[src/rtl/seg7_scan_capture.sv]
// Purpose : recover per-digit BCD values from multiplexed 7-segment lines
//           (seg_in ABCDEFG active-high, one-hot dig_sel), with glitch filtering.
// Latency : pin change -> outputs updated STABLE_CYCLES+2 clocks later
//           (2-flop sync, STABLE_CYCLES-long stability run, 1 capture register).
// Backpressure: none; the panel scan is free-running and the block never stalls it.
//
// Ports:
//   clk          system clock, rising edge
//   rst_n        asynchronous active-low reset
//   seg_in       segment lines, bit6=A .. bit0=G, 1 = lit
//   dig_sel      digit enables, active-high, one-hot or zero
//   clear        synchronous clear of the seen-mask and err (digits are kept)
//   digits_out   BCD per digit, digit i at [4i+3:4i]
//   blank_out    1 = digit i was last captured as all segments off
//   frame_valid  1-cycle pulse once every digit has been captured since the last pulse
//   err          sticky: illegal segment pattern or multi-hot dig_sel was captured
module seg7_scan_capture #(
    parameter int NUM_DIGITS    = 4,
    parameter int STABLE_CYCLES = 8
) (
    input  logic                    clk,
    input  logic                    rst_n,
    input  logic [6:0]              seg_in,
    input  logic [NUM_DIGITS-1:0]   dig_sel,
    input  logic                    clear,
    output logic [4*NUM_DIGITS-1:0] digits_out,
    output logic [NUM_DIGITS-1:0]   blank_out,
    output logic                    frame_valid,
    output logic                    err
);

    localparam int SW = 7 + NUM_DIGITS;
    localparam int CW = $clog2(STABLE_CYCLES + 1);
    localparam logic [CW-1:0] CNT_MAX = CW'(STABLE_CYCLES);
    localparam logic [CW-1:0] CNT_ONE = CW'(1);

    // ------------------------------------------------------------------
    // Input synchronizer: {seg_in, dig_sel} crosses from the panel domain.
    // sync2_q is the "sample" the rest of the logic works on.
    // ------------------------------------------------------------------
    logic [SW-1:0] sync1_q;
    logic [SW-1:0] sync2_q;

    always_ff @(posedge clk or negedge rst_n) begin
        if (!rst_n) begin
            sync1_q <= '0;
            sync2_q <= '0;
        end else begin
            sync1_q <= {seg_in, dig_sel};
            sync2_q <= sync1_q;
        end
    end

    logic [6:0]            s_seg;
    logic [NUM_DIGITS-1:0] s_sel;

    assign s_seg = sync2_q[SW-1:NUM_DIGITS];
    assign s_sel = sync2_q[NUM_DIGITS-1:0];

    // ------------------------------------------------------------------
    // Stability counter. sync1_q is the sample of the next cycle, so
    // comparing it with sync2_q tells whether the sample is about to change.
    // cnt_q therefore equals the length of the current run of identical
    // samples (saturating), aligned with sync2_q.
    // ------------------------------------------------------------------
    logic [CW-1:0] cnt_q;
    logic [CW-1:0] cnt_d;
    logic          sample_change;
    logic          cap_q;
    logic          cap_d;

    assign sample_change = (sync1_q != sync2_q);

    always_comb begin
        cnt_d = cnt_q;
        if (sample_change) begin
            cnt_d = CNT_ONE;
        end else if (cnt_q != CNT_MAX) begin
            cnt_d = cnt_q + CNT_ONE;
        end
    end

    // Strobe only on the cycle the run length first reaches the target.
    // The sample_change term covers STABLE_CYCLES=1, where a new run
    // starts already saturated.
    assign cap_d = (cnt_d == CNT_MAX) && ((cnt_q != CNT_MAX) || sample_change);

    always_ff @(posedge clk or negedge rst_n) begin
        if (!rst_n) begin
            cnt_q <= '0;
            cap_q <= 1'b0;
        end else begin
            cnt_q <= cnt_d;
            cap_q <= cap_d;
        end
    end

    // ------------------------------------------------------------------
    // Segment decode: returns {legal, blank, bcd}.
    // ------------------------------------------------------------------
    function automatic logic [5:0] decode_seg(input logic [6:0] seg);
        logic [5:0] r;
        case (seg)
            7'h7E:   r = {2'b10, 4'd0};
            7'h30:   r = {2'b10, 4'd1};
            7'h6D:   r = {2'b10, 4'd2};
            7'h79:   r = {2'b10, 4'd3};
            7'h33:   r = {2'b10, 4'd4};
            7'h5B:   r = {2'b10, 4'd5};
            7'h5F:   r = {2'b10, 4'd6};
            7'h70:   r = {2'b10, 4'd7};
            7'h7F:   r = {2'b10, 4'd8};
            7'h73:   r = {2'b10, 4'd9};
            7'h00:   r = {2'b11, 4'd0};
            default: r = {2'b00, 4'd0};
        endcase
        return r;
    endfunction

    logic [5:0] dec;
    logic       dec_legal;
    logic       dec_blank;
    logic [3:0] dec_bcd;
    logic       sel_zero;
    logic       sel_onehot;

    assign dec        = decode_seg(s_seg);
    assign dec_legal  = dec[5];
    assign dec_blank  = dec[4];
    assign dec_bcd    = dec[3:0];
    assign sel_zero   = (s_sel == '0);
    assign sel_onehot = $onehot(s_sel);

    // ------------------------------------------------------------------
    // Capture / frame / clear state update.
    // ------------------------------------------------------------------
    logic [4*NUM_DIGITS-1:0] digits_q, digits_d;
    logic [NUM_DIGITS-1:0]   blank_q,  blank_d;
    logic [NUM_DIGITS-1:0]   seen_q,   seen_d;
    logic                    frame_q,  frame_d;
    logic                    err_q,    err_d;

    always_comb begin
        digits_d = digits_q;
        blank_d  = blank_q;
        seen_d   = seen_q;
        frame_d  = 1'b0;
        err_d    = err_q;

        if (clear) begin
            // clear wins over a capture in the same cycle and over a
            // pending frame pulse; digit values are deliberately kept.
            seen_d = '0;
            err_d  = 1'b0;
        end else begin
            if (seen_q == '1) begin
                frame_d = 1'b1;
                seen_d  = '0;
            end
            if (cap_q && !sel_zero) begin
                if (!sel_onehot) begin
                    err_d = 1'b1;
                end else if (!dec_legal) begin
                    err_d = 1'b1;
                end else begin
                    for (int i = 0; i < NUM_DIGITS; i++) begin
                        if (s_sel[i]) begin
                            digits_d[4*i +: 4] = dec_bcd;
                            blank_d[i]         = dec_blank;
                            seen_d[i]          = 1'b1;
                        end
                    end
                end
            end
        end
    end

    always_ff @(posedge clk or negedge rst_n) begin
        if (!rst_n) begin
            digits_q <= '0;
            blank_q  <= '1;
            seen_q   <= '0;
            frame_q  <= 1'b0;
            err_q    <= 1'b0;
        end else begin
            digits_q <= digits_d;
            blank_q  <= blank_d;
            seen_q   <= seen_d;
            frame_q  <= frame_d;
            err_q    <= err_d;
        end
    end

    assign digits_out  = digits_q;
    assign blank_out   = blank_q;
    assign frame_valid = frame_q;
    assign err         = err_q;

endmodule

[config.mk]
export PLATFORM = sky130hd
export DESIGN_NAME = seg7_scan_capture
export DESIGN_NICKNAME = d
export VERILOG_FILES = /design/src/rtl/seg7_scan_capture.sv
export SDC_FILE = /design/constraint.sdc
export NUM_CORES = 1
export LEC_CHECK = 0
export ABC_CLOCK_PERIOD_IN_PS = 3300
export CORE_UTILIZATION = 31
export DETAILED_ROUTE_END_ITERATION = 7
export GPL_ROUTABILITY_DRIVEN = 0
export PLACE_DENSITY = 0.56
export SLEW_MARGIN = 20
export SYNTH_ARGS = -nofsm -noshare
export SYNTH_HDL_FRONTEND = slang
export SYNTH_SLANG_ARGS = --single-unit
[constraint.sdc]
create_clock -name clk -period 3.3 [get_ports clk]
set_input_delay 0.495 -clock clk [delete_from_list [all_inputs] [get_ports clk]]
set_output_delay 0.495 -clock clk [all_outputs]
set_load 0.03 [all_outputs]
==> results by group <==
Logic synthesis
  • Ys async rst share: 100%
  • Syn Area/Cell: 13.0 sq um
  • Top post-synthesis cells by area: dfrtp_1, mux2_2, dfstp_2
  • Seq cells post-synth: 53
  • Sequential fraction of the synthesis area: 56.9%
  • Yosys top cell by area: dfrtp_1
  • Cell variety after synth: 41
  • Post-Syn Nets: 200
  • Syn. warnings: 0
  • Post-synth EDFFs: 0
  • Synth Cell Area: 2340 sq um
  • Post-synth top area share: 52.4%
  • Ys flop type: dfrtp_1
  • Synth Instances: 180

STA
  • Crit share post-route: 96.1%
  • Final hold vios: 0
  • Worst hold margin: 0.0796 ns
  • Worst Max-Slew Pin Slew: 0.731 ns
  • Fin crit period: 3.17 ns
  • Fin. max-slew vios: 0
  • Final Skew: 0.00743 ns
  • # setup viols final: 0
  • Slew Limit Headroom: 50.8%
  • Final WS setup: 0.130 ns
  • Fmax: 0.315 GHz

Global routing
  • Pin count of the biggest net entering global routing: 23
  • GR Layer Usage met2: 20.3%
  • GR Util met3: 2.49%
  • Met1 usage: 17.2%
  • Tot GR Track Use: 12.7%
  • Busiest grt layer: met2
  • First-pass GRT wire length: 7.46 mm
  • Final global-route overflow total: 0
  • Vias in the first global route: 1465
  • Initial antenna violation count: 0

Detailed routing
  • Initial DRC Count: 61
  • DRC violations left: 0
  • Remaining antenna violation count: 0
  • Via count: 1457
  • Routed WL: 4.37 mm
  • DR vias/cell: 4.60
  • Drt pass-1 iters: 4
  • Wire per inst: 13.8 microns

Die
  • Die Area: 7900 sq um
  • DIE WIDTH: 88.9 microns
  • Core Area: 7290 sq um
  • FP Rows: 31
  • Starting Density: 32.1%
  • Vert. Die Dim: 88.9 microns
  • I/O pin count: 36

Clocking
  • Clock tree buffer depth: 2
  • Post-CTS Hold Buffers: 0
  • CTS tree: done
  • Clk slew on worst S/H paths: 0.09 ns
  • Post-CTS setup buffer count: 0
  • Total CTS buffers: 5
  • Post-cts sizing count: 0
  • Root buf cell: clkbuf_8
  • CTS sink count: 53
  • H-tree levels: 2
  • Worst-Skew Late Latency: 0.30 ns

Cells and area
  • Most frequent cells in the layout: dfrtp_1, clkdlybuf4s50_1, mux2_2, xnor2_1
  • # diodes: 0
  • Post-Layout Cell Count: 317
  • Share of layout cells above drive strength 1: 21.1%
  • Final net count: 237
  • Commonest non-fill, non-tap cell in the layout: dfrtp_1
  • Area Overhead vs Synth: 22.6%

Outcome
  • Status: completed

Placement
  • IO buf count: 35
  • DP Cell Count: 309
  • DP Wirelength: 3.27 mm
  • Dpl ws: 0.165 ns

Pwr
  • Leak Pwr: 1.21 nW
  • Pwr dens: 392 nW/um^2
  • Tot Pwr: 0.00112 W
  • VDD IR max: 170 uV

Setup path
  • Setup crit end kind: flip-flop
  • Buf/Inv on CP: 2
  • Worst-path fanout max: 5
  • CP max stage delay: 0.54 ns
  • Startpoint types: flip-flop
  • Reg2reg end: digits_out[3]
  • Crit path max-delay family: adder cells
  • CP required: 3.49 ns
  • Arr. time, crit path: 3.36 ns
  • R2R Path Start: sync2_q[0]
  • Crit path kind: reg2reg
  • Cell count of the worst reg-to-reg path: 10
  • Worst R2R Setup Slack: 0.13 ns
  • Slowest CP cell: fa_1
  • Crit-path cells: inv_1 -> fa_1 -> inv_1 -> ha_1 -> ha_1 -> or3b_2 -> nor2_1 -> nand3_1 -> a21oi_4 -> mux2_2

Job
  • Max-cap violations: 0

Min path
  • HP Class: in2async
==> cell usage after synthesis (2+ instances only) <==
| cell type | n |
|---|---|
| a21o_1 | 2 |
| a21o_2 | 2 |
| a21oi_1 | 2 |
| a21oi_4 | 4 |
| and2_1 | 2 |
| buf_2 | 4 |
| buf_6 | 2 |
| dfrtp_1 | 49 |
| dfstp_2 | 4 |
| ha_1 | 5 |
| inv_1 | 8 |
| mux2_2 | 16 |
| nand2_1 | 5 |
| nand3_1 | 7 |
| nand3b_1 | 3 |
| nand4_1 | 6 |
| nor2_1 | 4 |
| nor3_1 | 3 |
| nor3_4 | 2 |
| nor4_1 | 3 |
| nor4b_1 | 2 |
| o21ai_0 | 8 |
| or3b_2 | 3 |
| xnor2_1 | 12 |
| xor2_1 | 6 |
==> cells by family after synthesis <==
kind of cell | synth area share, %
buffers and inverters | 3.42
adders and majority gates | 3.53
muxes | 8.12
DFF | 56.9
and+or+nand+nor | 12.8
AOI/OAI and AO/OA | 8.55
xor gates and xnor gates | 6.73
==> per-stage QoR <==
| stage | TNS [ns] | area [sq um] | utilization, % |
|---|---|---|---|
| 2_1_floorplan | 0 | 2340 | - |
| 3_3_place_gp | 0 | 2780 | 38.1 |
| 4_1_cts | 0 | 2870 | 39.3 |
| 5_1_grt | -0.0420 | 2870 | 39.4 |
| 6_report | 0 | 2870 | 39.4 |
| 3_5_place_dp | 0 | 2780 | 38.1 |
==> layout make-up <==
type,instances,area (sq um)
Clock buffer,8,90.1
Sequential cell,53,1330
Multi-Input combinational cell,112,935
Inverter,8,30.0
Timing Repair Buffer,37,360
Tap cell,99,124
Fill cell,732,4420
==> power by group <==
| group | total, W | internal [W] | switching (W) |
|---|---|---|---|
| Clock | 0.000365 | 0.000171 | 0.000194 |
| Sequential | 0.000683 | 0.000663 | 0.0000206 |
| Combinational | 0.0000756 | 0.0000372 | 0.0000383 |
| Total | 0.00112 | 0.000871 | 0.000253 |
==> layer usage <==
layer,vias up,wire length (microns)
met5,-,0
li1,699,-
met1,729,2010
met2,23,2180
met3,6,102
met4,0,70
==> sequential cells by signal, indices dropped and copies added, names as in the netlist <==
| register | cells |
|---|---|
| blank_out | 4 |
| cap_q | 1 |
| cnt_q | 4 |
| digits_out | 16 |
| err | 1 |
| frame_valid | 1 |
| seen_q | 4 |
| sync1_q | 11 |
| sync2_q | 11 |
==> worst max path at each step <==
stage	cells past startpoint	endpoint	from	slack (ns)
final	10	digits_out[3]	sync2_q[0]	0.13
after global routing	10	digits_out[2]	sync2_q[0]	-0.02
after CTS	10	digits_out[12]	sync2_q[0]	0.15
after detailed placement	10	digits_out[15]	sync2_q[0]	0.17
after global placement	10	digits_out[12]	sync2_q[0]	0.21
after floorplan	10	digits_out[0]	sync2_q[0]	0.42
Note: power is estimated with default switching activity, not from simulation.
